<file path="config.mk">
export PLATFORM = sky130hd
export DESIGN_NAME = sd_arbiter
export DESIGN_NICKNAME = d
export VERILOG_FILES = /design/src/rtl/sd_arbiter.sv
export SDC_FILE = /design/constraint.sdc
export NUM_CORES = 1
export LEC_CHECK = 0
export BUFFER_PORTS_ARGS = -buffer_cell sky130_fd_sc_hd__clkbuf_2
export CAP_MARGIN = 20
export CORE_UTILIZATION = 45
export DETAILED_ROUTE_END_ITERATION = 12
export PLACE_DENSITY = 0.75
export SETUP_SLACK_MARGIN = 0.15
export SYNTH_ARGS = -nofsm -noshare
export SYNTH_HDL_FRONTEND = slang
export SYNTH_SLANG_ARGS = --single-unit
</file>
<file path="constraint.sdc">
create_clock -name clk_sys -period 3.5 [get_ports clk_sys]
set_input_delay 0.35 -clock clk_sys [delete_from_list [all_inputs] [get_ports clk_sys]]
set_output_delay 0.35 -clock clk_sys [all_outputs]
set_load 0.02 [all_outputs]
</file>
<file path="src/rtl/sd_arbiter.sv">
// sd_arbiter: round-robin sharing of the mist_io SD block port between two disk clients,
// with sd_ack synchronisation and a request timeout.
module sd_arbiter #(
  parameter int TIMEOUT = 50000000,
  parameter int TO_W    = 26
) (
  input  logic        clk_sys,
  input  logic        reset_n,
  input  logic [31:0] c0_lba,
  input  logic        c0_rd,
  input  logic        c0_wr,
  output logic        c0_ack,
  output logic        c0_err,
  output logic        c0_buff_wr,
  input  logic [7:0]  c0_buff_din,
  input  logic [31:0] c1_lba,
  input  logic        c1_rd,
  input  logic        c1_wr,
  output logic        c1_ack,
  output logic        c1_err,
  output logic        c1_buff_wr,
  input  logic [7:0]  c1_buff_din,
  output logic [31:0] sd_lba,
  output logic        sd_rd,
  output logic        sd_wr,
  input  logic        sd_ack,
  input  logic        sd_buff_wr,
  output logic [7:0]  sd_buff_din,
  output logic        busy,
  output logic        grant
);
  typedef enum logic [1:0] {IDLE, REQ, XFER} state_t;
  localparam logic [TO_W-1:0] LAST = TO_W'(TIMEOUT - 1);
  state_t          state_q, state_d;
  logic            ack_m_q, ack_s_q;
  logic            grant_q, grant_d;
  logic [31:0]     lba_q, lba_d;
  logic            rd_q, rd_d, wr_q, wr_d;
  logic [1:0]      err_q, err_d;
  logic [TO_W-1:0] cnt_q, cnt_d;
  logic            p0, p1, win, timeout;
  always_ff @(posedge clk_sys or negedge reset_n) begin
    if (!reset_n) begin
      state_q <= IDLE;
      ack_m_q <= 1'b0;
      ack_s_q <= 1'b0;
      grant_q <= 1'b0;
      lba_q   <= '0;
      rd_q    <= 1'b0;
      wr_q    <= 1'b0;
      err_q   <= '0;
      cnt_q   <= '0;
    end else begin
      state_q <= state_d;
      ack_m_q <= sd_ack;
      ack_s_q <= ack_m_q;
      grant_q <= grant_d;
      lba_q   <= lba_d;
      rd_q    <= rd_d;
      wr_q    <= wr_d;
      err_q   <= err_d;
      cnt_q   <= cnt_d;
    end
  end
  // Round-robin uses the registered grant, so simultaneous requests favour the other client.
  always_comb begin
    p0      = c0_rd | c0_wr;
    p1      = c1_rd | c1_wr;
    win     = (p0 & p1) ? ~grant_q : p1;
    timeout = (TIMEOUT != 0) && (cnt_q == LAST);
    state_d = state_q;
    grant_d = grant_q;
    lba_d   = lba_q;
    rd_d    = rd_q;
    wr_d    = wr_q;
    err_d   = '0;
    cnt_d   = cnt_q;
    case (state_q)
      IDLE: if (!ack_s_q && (p0 | p1)) begin
        state_d = REQ;
        grant_d = win;
        lba_d   = win ? c1_lba : c0_lba;
        rd_d    = win ? c1_rd : c0_rd;
        wr_d    = win ? (c1_wr & ~c1_rd) : (c0_wr & ~c0_rd);
        cnt_d   = '0;
      end
      REQ: begin
        cnt_d = cnt_q + TO_W'(1);
        if (ack_s_q) begin
          state_d = XFER;
          rd_d    = 1'b0;
          wr_d    = 1'b0;
        end else if (timeout) begin
          state_d = IDLE;
          rd_d    = 1'b0;
          wr_d    = 1'b0;
          err_d   = grant_q ? 2'b10 : 2'b01;
        end
      end
      XFER: if (!ack_s_q) state_d = IDLE;
      default: state_d = IDLE;
    endcase
  end
  // Buffer strobes are gated by state so late strobes after a timeout are dropped.
  always_comb begin
    busy        = state_q != IDLE;
    grant       = grant_q;
    sd_lba      = lba_q;
    sd_rd       = rd_q;
    sd_wr       = wr_q;
    c0_ack      = (state_q == XFER) && !grant_q;
    c1_ack      = (state_q == XFER) && grant_q;
    c0_err      = err_q[0];
    c1_err      = err_q[1];
    c0_buff_wr  = sd_buff_wr && busy && !grant_q;
    c1_buff_wr  = sd_buff_wr && busy && grant_q;
    sd_buff_din = grant_q ? c1_buff_din : c0_buff_din;
  end
endmodule

</file>
==> Word level (Yosys, flattened, before mapping) <==
Index checks and enable logic that the tools add are counted.
{ "classes": {"n_eq_ne": 6, "add_sub_neg": 1, "n_reduce_logical": 15, "mul": 0, "n_div": 0, "shifts": 0, "magnitude_cmp": 0, "n_bitwise": 9, "mux": 22} }
{ "ops": {"columns": ["op", "count"], "rows": [
  ["$pmux W26 S2", 1],
  ["$mux W32", 1],
  ["$add A26 B1 Y26 const B", 1],
  ["$eq A26 B26 Y1 const B", 1],
  ["$mux W26", 1],
  ["$mux W2", 8],
  ["$mux W8", 1],
  ["$mux W1", 7],
  ["$logic_and A1 B1 Y1", 6],
  ["$pmux W2 S3", 1],
  ["$reduce_and A3 Y1", 2],
  ["$ne A2 B2 Y1 const B", 2],
  ["$pmux W1 S2", 2],
  ["$reduce_and A2 Y1", 2],
  ["$reduce_bool A2 Y1", 2],
  ["$and A1 B1 Y1", 3],
  ["$ne A3 B3 Y1 const B", 1],
  ["$not A1 Y1", 3],
  ["$or A1 B1 Y1", 3],
  ["$eq A2 B1 Y1 const B", 1],
  ["$eq A2 B2 Y1 const B", 1],
  ["$logic_not A1 Y1", 2],
  ["$logic_not A2 Y1", 1]
]} }
{ "totals": {"memories": 0, "rom_bits": 0, "ramBits": 0, "latchBits": 0, "word_cells": 62, "regBits": 67} }

==> Depth between registers and ports, before layout <==
{ "depth": {"ltp_word": 6, "depth_mapped": 6} }

==> Least setup slack after synthesis <==
OpenSTA, ideal clock, no wires.
{ "synth_path": {"path_type": "flip-flop to output port", "start": "register grant_q, in the netlist grant", "end": "output sd_buff_din[2]", "path_stages_with_launch": 4, "t_required_ns": 3.150, "arrival_ns": 1.353, "path_slack_ns": 1.797, "path_buffers": 2, "path_cell_list": "dfrtp_1 > buf_2 > clkbuf_1 > mux2_2"} }
{ "synth_between": {"elab_chain_cells": 1} }
{ "synth_rtl": {"columns": ["item", "line_no", "text"], "rows": [
  ["start: declaration", "36", "logic grant_q, grant_d;"],
  ["start signal: assignment", "57", "grant_q <= grant_d;"],
  ["$mux W8", "117", "sd_buff_din = grant_q ? c1_buff_din : c0_buff_din;"],
  ["end: declaration", "28", "output logic [7:0] sd_buff_din,"]
]} }
No other way between the ends.

==> Final worst setup path <==
{ "layout_path": {"start": "register grant_q, in the netlist grant", "end": "register lba_q[5], in the netlist sd_lba[5]"} }
{ "layout_between": {"elab_chain_cells": 3} }
{ "layout_rtl": {"columns": ["item", "line_no", "text"], "rows": [
  ["$not A1 Y1", "69", "win = (p0 & p1) ? ~grant_q : p1;"],
  ["$mux W1", "69", null],
  ["$mux W32", "82", "lba_d = win ? c1_lba : c0_lba;"],
  ["end signal: assignment", "58", "lba_q <= lba_d;"],
  ["end: declaration", "37", "logic [31:0] lba_q, lba_d;"]
]} }
No other way between the ends.
A chain may end at the register's enable or synchronous reset.

==> metrics.yaml <==
crit_required_ns: 3.70
clkLatencyLatePin_ns: 0.34
wl_per_cell_um: 13.7
slew_viol_final: 0
final_layout_size_suffix_gt1_frac: 0.369
placed_cells: 564
async_flop_share: 1.00
cts_setup_buffers: 0
grt_first_pass_wirelength_mm: 12.8
drc_errors: 0
relSlewSlack: 0.516
hpwl_mm: 6.07
grt_pass1_vias: 2762
combPwrFrac: 0.392
postRouteAntennaNets: 0
synth_area_per_cell_um2: 10.0
drtIter0Drc: 131
path_clk_slew_ns: 0.07
p_int_mw: 1.92
io_buffers: 137
ys_seq_area_frac: 0.489
yosysTopAreaCellShare: 0.489
wirelength_mm: 7.98
peakVddDrop_mv: 0.418
min_from: "sd_ack"
dr.pass1.iters: 4
synth-edff-count: 0
ios: 138
cts_tree: "yes"
synth_top_area_cell: "dfrtp_1"
period_minus_slack_ns: 2.20
via_count: 3001
mappedNetlistArea_mm2: 0.00343
synth-seq-cells: 67
timing.rr.start: "grant"
max_cap_viol_count: 0
yosysUniqueCellTypes: 51
placed_cell_area_mm2: 0.00421
vias_per_cell: 5.17
yosys-top-cells-count: "dfrtp_1 (67), nand2_1 (62), mux2i_1 (46)"
fmax_ghz: 0.454
cp-end-kind: "register"
yosysMostFrequentCell: "dfrtp_1"
grt_use_total: 0.214
grt_max_degree: 49
sequentialPowerShare: 0.367
synthToLayoutAreaGrowth_pct: 30.1
critPathLaunch: "grant"
die_width_um: 89.3
setup_violations: 0
gp_congestion: 0.854
switching_power_mw: 1.28
crit_type: "register to register"
yosys-top-cells-area: "dfrtp_1 (49%), mux2i_1 (13%), nand2_1 (6.8%), o21ai_0 (5.4%), mux2_2 (2.6%)"
start_util: 0.470
power_mw: 3.20
powerDensity_mw_per_mm2: 719
cts_sinks: 67
nets: 566
start_kind: "register"
finalHoldViolCount: 0
rsz0062_at_grt: "no"
crit_arrival_ns: 2.40
die_h_um: 89.3
grt_overflow_total: 0
post-route-period-util: 0.629
cts_buffer_depth: 2
post-route-cell-area_mm2: 0.00446
worst_slew_pin_slew_ns: 0.725
hold_ws_ns: 0.115
swShare: 0.401
dieArea_mm2: 0.00797
antennaDiodeCount: 0
design.core.area_mm2: 0.00729
setup-tns-final_ns: 0
p_clk_frac: 0.241
cts_buffers: 9
cts-resized-gates: 0
antenna_found_initial: 0
leakage_nw: 2.34
rows: 31
synth_nets: 430
min_path_type: "input pin to register"
status: "finished, final reports clean"
final_cells: 581
cts-root-buf: "clkbuf_8"
cts_hold_buffers: 1
synth-main-ff-cell: "dfrtp_1"
yosys_warnings: 0
fin_skew_ns: 0.00618
htreeDepth: 3
syn_inst: 341
worstPathMaxFanout: 26
==> worst max-delay path: stages, from the launching register on <==
cell and delay [ns]:
dfrtp_1 0.71, o21ai_0 0.30, o21ai_4 0.23, buf_4 0.45
mux2i_1 0.26, o21ai_0 0.10
==> sequential cells by signal, summed over array words and instances, names as in the netlist <==
register	flops
err_q	2
state_q	2
sd_rd	1
ack_m_q	1
sd_wr	1
sd_lba	32
grant	1
ack_s_q	1
cnt_q	26
==> cells in the final DEF (no fill, tap or decap), types with 3 or more instances in the layout <==
master / count
clkbuf_2: 136
dfrtp_1: 67
nand2_1: 62
mux2i_1: 46
o21ai_0: 37
nand3_1: 13
nor2_1: 13
clkbuf_8: 9
nand4_1: 8
mux2_2: 8
and3_1: 5
o21ai_1: 5
and4_1: 4
nor3_1: 4
a21oi_1: 4
inv_1: 3
nand2b_1: 3
xnor2_1: 3
bufinv_16: 3
buf_4: 3
==> metrics by stage <==
step | utilization | setup slack (ns)
2_1_floorplan | - | 1.80
3_3_place_gp | 0.577 | 1.42
3_5_place_dp | 0.577 | 1.28
4_1_cts | 0.611 | 1.28
5_1_grt | 0.611 | 1.10
6_report | 0.611 | 1.30
==> metal layers <==
layer  global-route usage  wire length, um  vias up
li1                     -                -     1489
met1                0.280             3540     1398
met2                0.337             3910       98
met3               0.0508              376       16
met4               0.0996              150        0
met5                    0                0        -
==> logic make-up after synthesis <==
| family | share of synthesized area |
|---|---|
| buf+inv | 0.0274 |
| mux | 0.161 |
| xor+xnor | 0.0102 |
| fa+ha+maj | 0.00365 |
| flops | 0.489 |
| simple gates | 0.206 |
| compound gates | 0.103 |
==> final cells by class <==
| type | instances | area, um^2 |
|---|---|---|
| repair buffers | 142 | 738 |
| flip-flops and latches | 67 | 1680 |
| clock buffers | 9 | 124 |
| clock inverters | 7 | 116 |
| multi-input cells | 254 | 1670 |
| well taps | 99 | 124 |
| fillers | 648 | 2830 |
| inverters | 3 | 11.3 |
==> worst paths after layout <==
path	end	slack [ns]	cells after the start
max	sd_lba[5]	1.30	5
min	ack_m_q	0.12	1
max reg2reg	sd_lba[5]	1.30	5
min reg2reg	ack_s_q	0.35	0
max in group asynchronous	cnt_q[17]	2.39	3
min in group asynchronous	err_q[0]	0.43	2
==> power by group through the flow <==
| stage | Sequential (mW) | Combinational, mW | Clock, mW |
|---|---|---|---|
| finish | 1.18 | 1.26 | 0.771 |
| global route | 1.20 | 1.37 | 0.824 |
| CTS | 1.18 | 1.27 | 0.790 |
| detailed placement | 1.18 | 1.27 | 0 |
| global placement | 1.18 | 1.24 | 0 |
| floorplan | 1.37 | 0.631 | 0 |
No activity file was read; power rests on OpenSTA's default activity.
